### config.mk
export PLATFORM = sky130hd
export DESIGN_NAME = gate_sweep_ctrl
export DESIGN_NICKNAME = d
export VERILOG_FILES = /design/src/rtl/gate_sweep_ctrl.sv
export SDC_FILE = /design/constraint.sdc
export NUM_CORES = 1
export LEC_CHECK = 0
export BUFFER_PORTS_ARGS = -buffer_cell sky130_fd_sc_hd__buf_2
export CAP_MARGIN = 20
export CORE_MARGIN = 3
export CORE_UTILIZATION = 39
export CTS_CLUSTER_SIZE = 20
export DETAILED_ROUTE_END_ITERATION = 8
export PLACE_DENSITY = 0.55
export SYNTH_ARGS = -nofsm -noshare
export SYNTH_HDL_FRONTEND = slang
export SYNTH_HIERARCHICAL = 1
export SYNTH_SLANG_ARGS = --single-unit
### constraint.sdc
create_clock -name clk -period 6.3 [get_ports clk]
set_clock_uncertainty 0.15 [all_clocks]
set_input_delay 0.945 -clock clk [delete_from_list [all_inputs] [get_ports clk]]
set_output_delay 0.945 -clock clk [all_outputs]
set_load 0.03 [all_outputs]
### src/rtl/gate_sweep_ctrl.sv
// Exhaustive sweep sequencer for the shared AND/NOT gate datapath: drives all four
// operand pairs, checks the returned results after a settle time and reports a verdict.

module gate_sweep_ctrl_chk (
  input logic       clk,
  input logic       rst,
  input logic       state_idle,
  input logic       state_check,
  input logic       state_done,
  input logic       busy,
  input logic       log_valid,
  input logic       done,
  input logic       op_a,
  input logic       op_b,
  input logic [1:0] vec_idx
);

  a_busy_tracks_state : assert property (@(posedge clk) disable iff (!rst) busy == !state_idle);
  a_log_in_check      : assert property (@(posedge clk) disable iff (!rst) log_valid == state_check);
  a_done_in_done      : assert property (@(posedge clk) disable iff (!rst) done == state_done);
  a_idx_matches_ops   : assert property (@(posedge clk) disable iff (!rst) vec_idx == {op_a, op_b});
  a_no_log_with_done  : assert property (@(posedge clk) disable iff (!rst) !(done && log_valid));

endmodule

module gate_sweep_ctrl #(
  parameter int unsigned SETTLE = 2,
  parameter int unsigned REPEAT = 1
) (
  input  logic       clk,
  input  logic       rst,
  input  logic       start,
  output logic       op_a,
  output logic       op_b,
  input  logic       res_and,
  input  logic       res_not,
  output logic       busy,
  output logic       log_valid,
  output logic [1:0] vec_idx,
  output logic [7:0] err_count,
  output logic       done,
  output logic       pass
);

  typedef enum logic [2:0] {
    ST_IDLE  = 3'd0,
    ST_DRIVE = 3'd1,
    ST_WAIT  = 3'd2,
    ST_CHECK = 3'd3,
    ST_DONE  = 3'd4
  } state_t;

  localparam logic [3:0] SETTLE_LOAD = 4'(SETTLE - 1);
  localparam logic [7:0] SWEEP_LAST  = 8'(REPEAT - 1);

  // One vector counts once even when both returned results are wrong.
  function automatic logic vec_mismatch(input logic a, input logic b,
                                        input logic r_and, input logic r_not);
    return (r_and != (a & b)) || (r_not != ~a);
  endfunction

  state_t      state_r;
  state_t      next_state_s;
  logic [3:0]  settle_cnt_r;
  logic [7:0]  sweep_r;
  logic [7:0]  sweep_next_s;
  logic [7:0]  err_count_r;
  logic [7:0]  err_next_s;
  logic [1:0]  vec_idx_r;
  logic [1:0]  vec_next_s;
  logic        op_a_r;
  logic        op_b_r;
  logic        busy_r;
  logic        log_valid_r;
  logic        done_r;
  logic        pass_r;

  // Next-state, next vector, sweep and error-count decisions.
  always_comb begin
    next_state_s = state_r;
    err_next_s   = err_count_r;
    vec_next_s   = vec_idx_r;
    sweep_next_s = sweep_r;
    case (state_r)
      ST_IDLE: begin
        if (start) begin
          next_state_s = ST_DRIVE;
          err_next_s   = 8'd0;
          vec_next_s   = 2'd0;
          sweep_next_s = 8'd0;
        end else begin
          next_state_s = ST_IDLE;
        end
      end
      ST_DRIVE: begin
        next_state_s = ST_WAIT;
      end
      ST_WAIT: begin
        if (settle_cnt_r == 4'd0) begin
          next_state_s = ST_CHECK;
        end else begin
          next_state_s = ST_WAIT;
        end
      end
      ST_CHECK: begin
        if (vec_mismatch(op_a_r, op_b_r, res_and, res_not) && (err_count_r != 8'hFF)) begin
          err_next_s = err_count_r + 8'd1;
        end else begin
          err_next_s = err_count_r;
        end
        if (vec_idx_r != 2'd3) begin
          vec_next_s   = vec_idx_r + 2'd1;
          next_state_s = ST_DRIVE;
        end else if (sweep_r != SWEEP_LAST) begin
          sweep_next_s = sweep_r + 8'd1;
          vec_next_s   = 2'd0;
          next_state_s = ST_DRIVE;
        end else begin
          next_state_s = ST_DONE;
        end
      end
      ST_DONE: begin
        next_state_s = ST_IDLE;
      end
      default: begin
        next_state_s = ST_IDLE;
      end
    endcase
  end

  // State and registered outputs; flags are decoded from the next state so they
  // line up with the state they describe.
  always_ff @(posedge clk) begin
    if (!rst) begin
      state_r      <= ST_IDLE;
      settle_cnt_r <= 4'd0;
      sweep_r      <= 8'd0;
      err_count_r  <= 8'd0;
      vec_idx_r    <= 2'd0;
      op_a_r       <= 1'b0;
      op_b_r       <= 1'b0;
      busy_r       <= 1'b0;
      log_valid_r  <= 1'b0;
      done_r       <= 1'b0;
      pass_r       <= 1'b0;
    end else begin
      state_r     <= next_state_s;
      sweep_r     <= sweep_next_s;
      err_count_r <= err_next_s;
      vec_idx_r   <= vec_next_s;
      op_a_r      <= vec_next_s[1];
      op_b_r      <= vec_next_s[0];
      busy_r      <= (next_state_s != ST_IDLE);
      log_valid_r <= (next_state_s == ST_CHECK);
      done_r      <= (next_state_s == ST_DONE);
      if (state_r == ST_DRIVE) begin
        settle_cnt_r <= SETTLE_LOAD;
      end else if ((state_r == ST_WAIT) && (settle_cnt_r != 4'd0)) begin
        settle_cnt_r <= settle_cnt_r - 4'd1;
      end else begin
        settle_cnt_r <= settle_cnt_r;
      end
      // Verdict is valid alongside the done pulse and held until the next start.
      if ((state_r == ST_IDLE) && start) begin
        pass_r <= 1'b0;
      end else if (next_state_s == ST_DONE) begin
        pass_r <= (err_next_s == 8'd0);
      end else begin
        pass_r <= pass_r;
      end
    end
  end

  assign op_a      = op_a_r;
  assign op_b      = op_b_r;
  assign busy      = busy_r;
  assign log_valid = log_valid_r;
  assign vec_idx   = vec_idx_r;
  assign err_count = err_count_r;
  assign done      = done_r;
  assign pass      = pass_r;

  gate_sweep_ctrl_chk u_chk (
    .clk         (clk),
    .rst         (rst),
    .state_idle  (state_r == ST_IDLE),
    .state_check (state_r == ST_CHECK),
    .state_done  (state_r == ST_DONE),
    .busy        (busy_r),
    .log_valid   (log_valid_r),
    .done        (done_r),
    .op_a        (op_a_r),
    .op_b        (op_b_r),
    .vec_idx     (vec_idx_r)
  );

endmodule

# ---- Word level (Yosys, flattened, before mapping)
# Index checks and enable logic that the tools add are counted.
# W data, S select, Z words.
dict set report op_classes {
  addsub 4
  eq_ne 12
  n_mux 18
  bitwise_logic 3
  n_reduce_logical 15
}
# op n
set op_table {}
lappend op_table {{$mux W8} 5}
lappend op_table {{$pmux W8 S2} 2}
lappend op_table {{$add A8 B1 Y8 const B} 2}
lappend op_table {{$pmux W3 S4} 1}
lappend op_table {{$eq A3 B2 Y1 const B} 3}
lappend op_table {{$logic_not A8 Y1} 1}
lappend op_table {{$ne A2 B2 Y1 const B} 4}
lappend op_table {{$ne A8 B8 Y1 const B} 1}
lappend op_table {{$reduce_bool A8 Y1} 1}
lappend op_table {{$mux W2} 3}
lappend op_table {{$mux W3} 2}
lappend op_table {{$logic_not A4 Y1} 1}
lappend op_table {{$mux W1} 4}
lappend op_table {{$pmux W2 S2} 1}
lappend op_table {{$reduce_and A4 Y1} 1}
lappend op_table {{$reduce_bool A2 Y1} 2}
lappend op_table {{$reduce_bool A4 Y1} 1}
lappend op_table {{$reduce_or A2 Y1} 2}
lappend op_table {{$sub A4 B1 Y4 const B} 1}
lappend op_table {{$eq A3 B1 Y1 const B} 1}
lappend op_table {{$eq A3 B3 Y1 const B} 1}
lappend op_table {{$logic_and A1 B1 Y1} 3}
lappend op_table {{$logic_not A3 Y1} 1}
lappend op_table {{$reduce_bool A3 Y1} 1}
lappend op_table {{other kinds (5)} 7}
dict set report totals {
  register_bits 31
  input_bits 5
}

# ---- Logic depth before layout (Yosys ltp)
# Gate-level depths: netlist (run 1).
dict set report depth {
  ltp_word 7
  depth_mapped 8
}

# ---- Worst setup path before layout (run 1)
# No wires, ideal clock.
dict set report synth_timing {
  kind {in2reg}
  start {in start}
  end {reg pass_r, in the netlist pass}
  t_arrival_ns 2.335
  required_time_ns 6.081
  path_slack_ns 3.746
  stages 6
  n_path_buf 1
  cell_sequence {or4b_1 buf_4 o311ai_2 o31ai_1 or4_1 o21ai_1}
}
dict set report synth_via {
  elab_chain_cells 3
  elab_cells_between_ends 8
  classes_between {eq/ne: 1; mux: 4; reduce/logical: 3}
}
# item line
set synth_rtl {}
lappend synth_rtl {{start, declared} 32} ;# input logic start,
lappend synth_rtl {{$mux W1 / $mux W8 (equally long branches)} 86} ;# if (start) begin
lappend synth_rtl {{$pmux W3 S4 / $pmux W8 S2 (equally long branches)} 84} ;# case (state_r)
lappend synth_rtl {{$eq A3 B3 Y1 / $logic_not A8 Y1 (equally long branches)} {166, 167}}
lappend synth_rtl {{end signal, assigned} 167} ;# pass_r <= (err_next_s == 8'd0);
lappend synth_rtl {{end signal, assigned} 169} ;# pass_r <= pass_r;
lappend synth_rtl {{end, declared} 76} ;# logic pass_r;
# Several ways; a longest one is shown, not always the timed one.
# A chain may end at the register's enable or synchronous reset.

==> reports/results.ini, run 1 <==
[status]
status = finished, final reports clean

[synthesis]
syn_nets = 204
synth_edf_count = 0
synthDistinctLibCells = 47
netlist_area_um2 = 1590
synthTopCellsByArea = dfxtp_1 (36%), nor2_1 (5.9%), ha_1 (4.7%)
ys.flop_type = dfxtp_1
synth_top_area_cell = dfxtp_1
synth_top_cell_area_share_pct = 36.4
synth_warnings = 6
yosysMostFrequentCell = dfxtp_1
syn_area_per_cell_um2 = 8.26
synthCells = 193
synth_common_cells = dfxtp_1 (29), nor2_1 (25), nand2_1 (18), nand3_1 (10), inv_1 (9)
yosysSeqAreaShare_pct = 36.4
ys_seq_elements = 29
async_reset_ff_share_pct = 0

[cells_and_area]
layout-drive-gt1-share_pct = 15.2
antenna_cells = 0
area_delta_synth_final_pct = 12.0
nets = 221

[floorplan]
core_area_um2 = 3800
fp-row-count = 22
pin_count = 21
die_w_um = 69.9
die_y_um = 69.9
initial_core_util_pct = 42.0
dieArea_um2 = 4890

[critical_path]
cp_slowest_cell = or4_1
required_ns = 6.36
critPathLaunchType = flop
slowest_delay_ns = 0.52
cp_cell_sequence = ha_1 > xor2_4 > o22ai_2 > o311ai_2 > o31ai_1 > or4_1 > o21ai_1
crit_path_max_fanout = 9
endpoint_kind = flop
crit_arrival_ns = 2.65
path_class = reg2reg

[detailed_routing]
drt_iter0_drc = 100
dr.pass1.iters = 4
drt_wl_total_mm = 3.63
vias_per_cell = 5.66
via_count = 1460
wl_per_cell_um = 14.1
antenna_left = 0
drc_errors = 0

[cts]
ctsResizeCount = 0
clkTransAtPathRegs_ns = 0.06
cts.path.max_buffers = 2
post_cts_buffers = 0
root_buffer = clkbuf_8
cts_buffers = 5
h-tree-depth = 2
cts_tree = yes
ctsHoldBuffers = 0
clkLatencyLatePin_ns = 0.27
cts_sinks = 29

[timing]
worstMarginPinSlew_ns = 0.615
setup_tns_ns = 0
setup-violations-final = 0
slew_viol_final = 0
rsz0062_at_grt = no
max_freq_ghz = 0.386
finalHoldViolCount = 0
min_period_over_period_pct = 41.1
min_period_ns = 2.59
fin_ws_ns = 3.71
relSlewSlack_pct = 58.9

[power_and_ir_drop]
p_leak_nw = 0.702
power.density_nw_per_um2 = 242
ir_drop_mv = 0.169

[placed_design]
port_buffers = 20
gp_congestion = 0.818
hpwlAfterDp_mm = 2.70
pre_cts_ws_ns = 3.45

[global_route]
grt_pass1_wl_mm = 6.38
first_global_vias = 1368
grt_usage_pct = 15.8
antenna_found_initial = 0
grt_max_degree = 22
globalRoute.totalOverflow = 0

[hold_path]
holdCritPathClass = reg2reg

[job]
cap_violations = 0

-- placed cells by master (no fill, tap or decap), drive strengths merged, types with 4 or more instances in the layout --
master,instances
clkbuf,7
xor2,6
ha,6
nand2,18
buf,20
o21ai,6
nand3,10
xnor2,4
nor3,8
nor2,25
nor2b,4
inv,9
dfxtp,29
a21oi,7
and2,7
-- registers in the layout, summed over array words and instances, names as in the netlist, named ones only --
signal and count:
settle_cnt_r 4, done 1, state_r 3, log_valid 1, sweep_r 8, err_count 8
pass 1, busy 1
-- stage by stage --
step	util [%]	hold WS, ns	cell area [um^2]	instances	total power [mW]
floorplan	-	0.330	1590	193	0.265
global placement	44.7	0.320	1700	251	0.281
detailed placement	44.7	0.319	1700	251	0.283
CTS	47.0	0.327	1790	258	0.437
global route	47.0	0.366	1790	258	0.456
finish	47.0	0.325	1790	258	0.431
-- kinds of logic (layout without fill, tap and decap cells) --
family	Yosys count	after routing	synth area share [%]
AOI/OAI and AO/OA	33	33	15.1
muxes	1	1	0.628
adders and majority gates	6	6	4.71
xor gates and xnor gates	10	10	7.14
DFF	29	29	36.4
and+or+nand+nor	95	95	30.5
buffers and inverters	19	36	5.57
-- layout make-up --
cell class | instances | area (um^2)
tap | 48 | 60.1
timing repair buffer | 20 | 100
clock buffer | 7 | 86.3
sequential | 29 | 581
fill | 393 | 2010
inverter | 9 | 33.8
multi-input combinational | 145 | 925
-- path summary, 6_finish.rpt --
path	startpoint	end	slack [ns]	cells past startpoint
max	flop	pass$_SDFFE_PP0N_	3.71	7
min	pass$_SDFFE_PP0N_	pass$_SDFFE_PP0N_	0.33	2
max reg2reg	flop	pass$_SDFFE_PP0N_	3.71	7
min reg2reg	pass$_SDFFE_PP0N_	pass$_SDFFE_PP0N_	0.33	2
-- critical path: cells and delay by family, from the launching register on --
family / cells / cell delay [ns]
AOI/OAI and AO/OA: 4 / 0.69
xor gates and xnor gates: 1 / 0.25
adders and majority gates: 1 / 0.48
DFF: 1 / 0.43
and+or+nand+nor: 1 / 0.52
-- routing by layer --
layer | vias up | track usage [%] | wire length, um
met3 | 6 | 4.32 | 197
met2 | 40 | 24.6 | 1660
li1 | 709 | - | -
met4 | 0 | 5.11 | 35
met5 | - | 0 | 0
met1 | 705 | 21.2 | 1740
-- power breakdown --
part	switching (mW)	internal, mW	leakage [nW]
sequential	0.0134	0.192	0.235
combinational	0.0501	0.0242	0.423
clock	0.0653	0.0864	0.0443
No activity file was read; power rests on OpenSTA's default activity.
==> run 2, diff against run 1 <==
--- a/config.mk
+++ b/config.mk
@@ -5,13 +5,14 @@
 export SDC_FILE = /design/constraint.sdc
 export NUM_CORES = 1
 export LEC_CHECK = 0
+export ABC_AREA = 1
 export BUFFER_PORTS_ARGS = -buffer_cell sky130_fd_sc_hd__buf_2
 export CAP_MARGIN = 20
 export CORE_MARGIN = 3
 export CORE_UTILIZATION = 39
 export CTS_CLUSTER_SIZE = 20
 export DETAILED_ROUTE_END_ITERATION = 8
-export PLACE_DENSITY = 0.55
+export PLACE_DENSITY = 0.54
 export SYNTH_ARGS = -nofsm -noshare
 export SYNTH_HDL_FRONTEND = slang
 export SYNTH_HIERARCHICAL = 1
==> constraint.sdc (replaced) <==
create_clock -name clk -period 2.4 [get_ports clk]
set_clock_uncertainty 0.15 [all_clocks]
set_input_delay 0.36 -clock clk [delete_from_list [all_inputs] [get_ports clk]]
set_output_delay 0.36 -clock clk [all_outputs]
set_load 0.03 [all_outputs]
==> run 2 against run 1 <==
Compared with the run above:
- first-iteration DRC count rose by 32%
- highest routed layer unchanged
- flip-flop and latch count stayed put
- synthesized area grew 4.2%
- largest cell class unchanged
==> reports/results.ini, run 2 <==
[status]
status = finished, final reports clean

[critical_path]
path_class = reg2reg
crit_path_max_fanout = 7  ; -2
crit_arrival_ns = 2.03  ; -0.62 ns
cp.buffers_inverters = 1  ; +1
required_ns = 2.47  ; -3.89 ns
cp_slowest_cell = dfxtp_1
crit_path_frequent_cell = nand2_1
slowest_delay_ns = 0.41  ; -0.11 ns
cp_cell_sequence = ha_1 > inv_2 > nand2_1 > nand2_1 > nand2_2 > nand2_8 > nor2_1 > nand2_1 > nand2_1 > nand2_1 > a21oi_2 > nand3_1 > a21oi_2
endpoint_kind = flop
path_delay_family = simple AND/OR/NAND/NOR gates
critPathLaunchType = flop

[timing]
min_period_ns = 1.96  ; -0.627 ns
rsz0062_at_grt = no
relSlewSlack_pct = 79.9  ; +21 points
worstMarginPinSlew_ns = 0.300  ; -0.316 ns
max_freq_ghz = 0.509  ; +32%
setup-violations-final = 0  ; unchanged
finalHoldViolCount = 0  ; unchanged
min_period_over_period_pct = 81.8  ; +41 points
setup_tns_ns = 0  ; unchanged
slew_viol_final = 0  ; unchanged

[cts]
post_cts_buffers = 0  ; unchanged
clkLatencyLatePin_ns = 0.28  ; about the same
ctsResizeCount = 0  ; unchanged
cts_tree = yes
h-tree-depth = 2  ; unchanged
root_buffer = clkbuf_8
cts.path.max_buffers = 2  ; unchanged
ctsHoldBuffers = 0  ; unchanged
cts_sinks = 29  ; unchanged
cts_buffers = 5  ; unchanged
clkTransAtPathRegs_ns = 0.07  ; about the same

[placed_design]
port_buffers = 20  ; unchanged
gp_congestion = 0.861  ; +5.3%
place_inst = 315  ; +25%
hpwlAfterDp_mm = 2.86  ; +5.7%

[detailed_routing]
dr.pass1.iters = 4  ; unchanged
drt_iter0_drc = 132  ; +32%
antenna_left = 0  ; unchanged
vias_per_cell = 4.80  ; -15%
via_count = 1549  ; +6.1%
drc_errors = 0  ; unchanged
wl_per_cell_um = 11.4  ; -19%
drt_wl_total_mm = 3.68  ; +1.5%

[power_and_ir_drop]
ir_drop_mv = 0.352  ; +110%
p_leak_nw = 0.872  ; +24%
power.density_nw_per_um2 = 643  ; +170%

[synthesis]
ys.flop_type = dfxtp_1
synth_top_cell_area_share_pct = 35.0  ; -1.5 points
yosysSeqAreaShare_pct = 35.0  ; -1.5 points
synth_edf_count = 0  ; unchanged
synth_warnings = 6  ; unchanged
async_reset_ff_share_pct = 0  ; unchanged
syn_nets = 259  ; +27%
synthCells = 248  ; +28%
synth_common_cells = nand2_1 (65), inv_1 (37), nor2_1 (30), dfxtp_1 (29), nand3_1 (15)
synth_top_area_cell = dfxtp_1
synthDistinctLibCells = 33  ; -30%
netlist_area_um2 = 1660  ; +4.2%
yosysMostFrequentCell = nand2_1
synthTopCellsByArea = dfxtp_1 (35%), nand2_1 (15%), inv_1 (8.4%)
syn_area_per_cell_um2 = 6.69  ; -19%
ys_seq_elements = 29  ; unchanged

[cells_and_area]
layout-drive-gt1-share_pct = 17.2  ; +2.0 points
area_delta_synth_final_pct = 15.8
antenna_cells = 0  ; unchanged
fillerInstances = 411  ; +4.6%
final_cells = 323  ; +25%
final_common_cell = nand2_1
nets = 283  ; +28%
layout.cells.most_common_list = nand2_1 (65), inv_1 (37), nor2_1 (30)

[floorplan]
initial_core_util_pct = 40.9  ; -1.0 points
fp-row-count = 23  ; +4.5%
dieArea_um2 = 5080  ; +3.8%
core_area_um2 = 4060  ; +6.8%
pin_count = 21  ; unchanged
die_w_um = 71.2  ; +1.9%
die_y_um = 71.2  ; +1.9%

[hold_path]
holdCritPathClass = in2reg

[job]
cap_violations = 0  ; unchanged

[global_route]
antenna_found_initial = 0  ; unchanged
globalRoute.totalOverflow = 0  ; unchanged
grt_pass1_wl_mm = 6.33  ; -0.75%
first_global_vias = 1377  ; +0.66%
grt_usage_pct = 15.5  ; -0.26 points
grt_max_degree = 13  ; -41%

[run 2: cell count changes after synthesis, moves of 5 or more]
cell / previous run / this run
a21oi_1: 7 / 13
nor2_1: 25 / 30
nand2_1: 18 / 65
and2_1: 7 / 0
inv_1: 9 / 37
nand3_1: 10 / 15
[run 2: final timing paths]
kind	startpoint	end	slack [ns]	cells past startpoint
worst max-delay path	flop	pass$_SDFFE_PP0N_	0.44	13
worst min-delay path	rst	sweep_r[0]$_SDFFE_PN0P_	0.22	3
worst max register to register	flop	pass$_SDFFE_PP0N_	0.44	13
worst min register to register	sweep_r[7]$_SDFFE_PN0P_	sweep_r[7]$_SDFFE_PN0P_	0.30	1
[run 2: cell type report]
type | instances | area, um^2 | share of cell area [%]
tap | 50 | 62.6 | 3.25
inverter | 42 | 160 | 8.33
sequential | 29 | 581 | 30.2
clock buffer | 7 | 86.3 | 4.49
timing repair buffer | 21 | 108 | 5.60
multi-input combinational | 173 | 896 | 46.6
clock inverter | 1 | 30.0 | 1.56
[run 2: cell families (layout without fill, tap and decap cells)]
family	Yosys count	after routing	share of synthesized area [%]
flops	29	29	35.0
simple gates	137	137	39.0
buf+inv	46	71	11.1
fa+ha+maj	6	6	4.52
xor+xnor	1	1	0.528
compound gates	29	29	9.87
[run 2: stage by stage]
stage	hold WS (ns)	utilization, %	instance area [um^2]	setup WS, ns	power (mW)
2_1_floorplan	0.272	-	1660	0.432	0.665
3_3_place_gp	0.295	44.5	1810	0.462	0.713
3_5_place_dp	0.292	44.5	1810	0.450	0.712
4_1_cts	0.223	47.4	1920	0.445	1.24
5_1_grt	0.239	47.4	1920	0.167	1.30
6_report	0.222	47.4	1920	0.436	1.24
[run 2: worst min-delay path: cells and delay by family]
kind	cells	cell delay (ns)
buf+inv	1	0.13
compound gates	2	0.11
[run 2: routing by layer]
layer	GRT usage [%]	share of wire [%]	routed length (um)	vias up
met5	0	0	0	-
met4	4.38	1.7	61	0
met3	4.77	4.0	149	6
met2	21.6	40	1480	34
met1	23.0	54	2000	672
li1	-	-	-	837
[run 2: power breakdown]
| group | leakage [nW] | internal, mW | switching (mW) | total, mW |
|---|---|---|---|---|
| Clock | 0.0585 | 0.338 | 0.197 | 0.535 |
| Combinational | 0.578 | 0.0565 | 0.126 | 0.183 |
| Sequential | 0.235 | 0.504 | 0.0146 | 0.518 |
==> run 3, diff against run 2 <==
==> constraint.sdc (replaced) <==
create_clock -name clk -period 1.9 [get_ports clk]
set_clock_uncertainty 0.15 [all_clocks]
set_input_delay 0.285 -clock clk [delete_from_list [all_inputs] [get_ports clk]]
set_output_delay 0.285 -clock clk [all_outputs]
set_load 0.03 [all_outputs]
==> run 3 against run 2 <==
Compared with the run above:
- sequential share of layout area fell by 3.0 points
- die area is the same
- worst hold slack worse by 0.079 ns
- routed wire length up 5.6%
- power grew 31%
- clock power rose by 24%
- flip-flop and latch count unchanged
- first-iteration DRC count shrank 54%
- fmax is 9.2% higher
- combinational power grew 67%
- critical path type unchanged
- largest cell class unchanged
- highest routed layer unchanged
==> reports/results.ini, run 3 (synthesis gave the netlist of run 2 again) <==
[timing]
fin_ws_ns = 0.101  ; -0.335 ns
max_freq_ghz = 0.556  ; +9.2%
slew_viol_final = 0  ; unchanged
finalHoldViolCount = 0  ; unchanged
min_period_over_period_pct = 94.7  ; +13 points
min_period_ns = 1.80  ; -0.165 ns
rsz0062_at_grt = yes
setup_tns_ns = 0  ; unchanged
worstMarginPinSlew_ns = 0.300  ; +0.0000193 ns
fin_hold_ws_ns = 0.143  ; -0.0795 ns
relSlewSlack_pct = 80.0  ; +0.13 points
setup-violations-final = 0  ; unchanged

[placed_design]
pre_cts_ws_ns = -0.0348  ; -0.485 ns
port_buffers = 20  ; unchanged
postPlaceCellArea_um2 = 1890  ; +4.8%
gp_congestion = 0.824  ; -4.4%
hpwlAfterDp_mm = 2.88  ; +0.95%

[cts]
h-tree-depth = 2  ; unchanged
cts_sinks = 29  ; unchanged
ctsHoldBuffers = 0  ; unchanged
cts_buffers = 5  ; unchanged
cts_tree = yes
root_buffer = clkbuf_8
cts.path.max_buffers = 2  ; unchanged
clkLatencyLatePin_ns = 0.28  ; about the same
clkTransAtPathRegs_ns = 0.06  ; about the same

[power_and_ir_drop]
p_leak_nw = 1.00  ; +15%
power.density_nw_per_um2 = 750  ; +17%
finalPower_mw = 1.62  ; +31%
ir_drop_mv = 0.558  ; +59%

[critical_path]
path_delay_family = simple AND/OR/NAND/NOR gates
crit_arrival_ns = 1.86  ; -0.17 ns
cp.buffers_inverters = 2  ; +1
slowest_delay_ns = 0.36  ; -0.05 ns
required_ns = 1.96  ; -0.51 ns
critPathLaunchType = flop
cp_cell_sequence = ha_2 > inv_2 > nand2_1 > nand2_2 > nand2_4 > nand2_8 > inv_4 > nor2_1 > o21ai_1 > nand2_1 > nor2_2 > nand3_1 > a21oi_2
crit_path_max_fanout = 7  ; unchanged
cp_slowest_cell = dfxtp_2
endpoint_kind = flop
crit_path_frequent_cell = nand2_1
path_class = reg2reg

[global_route]
antenna_found_initial = 0  ; unchanged
grt_max_degree = 12  ; -1
globalRoute.totalOverflow = 0  ; unchanged
grt_usage_pct = 16.2  ; +0.69 points
grt_pass1_wl_mm = 6.51  ; +2.8%
first_global_vias = 1469  ; +6.7%

[cells_and_area]
layout-drive-gt1-share_pct = 31.1  ; +14 points
final_cell_area_um2 = 2160  ; +13%
final_common_cell = nand2_1
antenna_cells = 0  ; unchanged
layout.cells.most_common_list = nand2_1 (63), inv_1 (35), dfxtp_1 (24), buf_4 (24), nor2_1 (23)
area_delta_synth_final_pct = 30.4
nets = 306  ; +8.1%

[detailed_routing]
vias_per_cell = 4.70  ; -1.9%
via_count = 1627  ; +5.0%
antenna_left = 0  ; unchanged
wl_per_cell_um = 11.2  ; -1.5%
dr.pass1.iters = 4  ; unchanged
drt_iter0_drc = 61  ; -54%
drt_wl_total_mm = 3.89  ; +5.6%
drc_errors = 0  ; unchanged

[floorplan]
core_area_um2 = 4060  ; unchanged
die_w_um = 71.2  ; unchanged
pin_count = 21  ; unchanged
fp-row-count = 23  ; unchanged
dieArea_um2 = 5080  ; unchanged
die_y_um = 71.2  ; unchanged
initial_core_util_pct = 40.9  ; unchanged

[job]
cap_violations = 0  ; unchanged

[hold_path]
holdCritPathClass = in2reg

[status]
status = finished, final reports clean

-- run 3: cell count changes in the layout (fill, tap and decap cells not counted), sizes merged --
cell / previous run / this run
buf: 21 / 44
-- run 3: worst min-delay path: cells and delay by family --
kind	cells	cell delay (ns)
buffers and inverters	1	0.14
AO/OA/AOI/OAI	2	0.11
-- run 3: final cells by class --
type	instances	area, um^2
timing repair buffer	44	280
inverter	42	160
sequential	29	589
tap	50	62.6
multi-input combinational	173	956
clock inverter	1	30.0
clock buffer	7	86.3
fill	405	1890
-- run 3: where the power goes --
part / switching (mW) / internal (mW) / leakage (nW)
registers: 0.0189 / 0.636 / 0.238
clock network: 0.237 / 0.427 / 0.0585
logic: 0.178 / 0.128 / 0.705
-- run 3: final timing paths --
| path | from | to | slack (ns) | depth (start not counted) |
|---|---|---|---|---|
| hold / removal | rst | sweep_r[0]$_SDFFE_PN0P_ | 0.14 | 3 |
| hold reg to reg | sweep_r[7]$_SDFFE_PN0P_ | sweep_r[7]$_SDFFE_PN0P_ | 0.31 | 1 |
| setup reg to reg | flop | pass$_SDFFE_PP0N_ | 0.10 | 13 |
| setup / recovery | flop | pass$_SDFFE_PP0N_ | 0.10 | 13 |
-- run 3: repair_timing --
action                     CTS  global route
setup endpoints to repair    1             3
gates resized for setup      3            19
setup buffers                0            12
pin swaps                    0            13
hold endpoints to repair     0             0
-- run 3: layer usage --
metal | up-vias | GRT usage (%) | wire, um
li1 | 879 | - | -
met1 | 718 | 23.6 | 2060
met2 | 23 | 22.7 | 1620
met3 | 7 | 4.49 | 139
met4 | 0 | 6.26 | 67
met5 | - | 0 | 0
-- run 3: per-stage QoR --
| stage | utilization (%) | instances |
|---|---|---|
| global placement | 46.7 | 326 |
| floorplan | - | 248 |
| global route | 53.3 | 346 |
| CTS | 49.8 | 334 |
| detailed placement | 46.7 | 326 |
| finish | 53.3 | 346 |
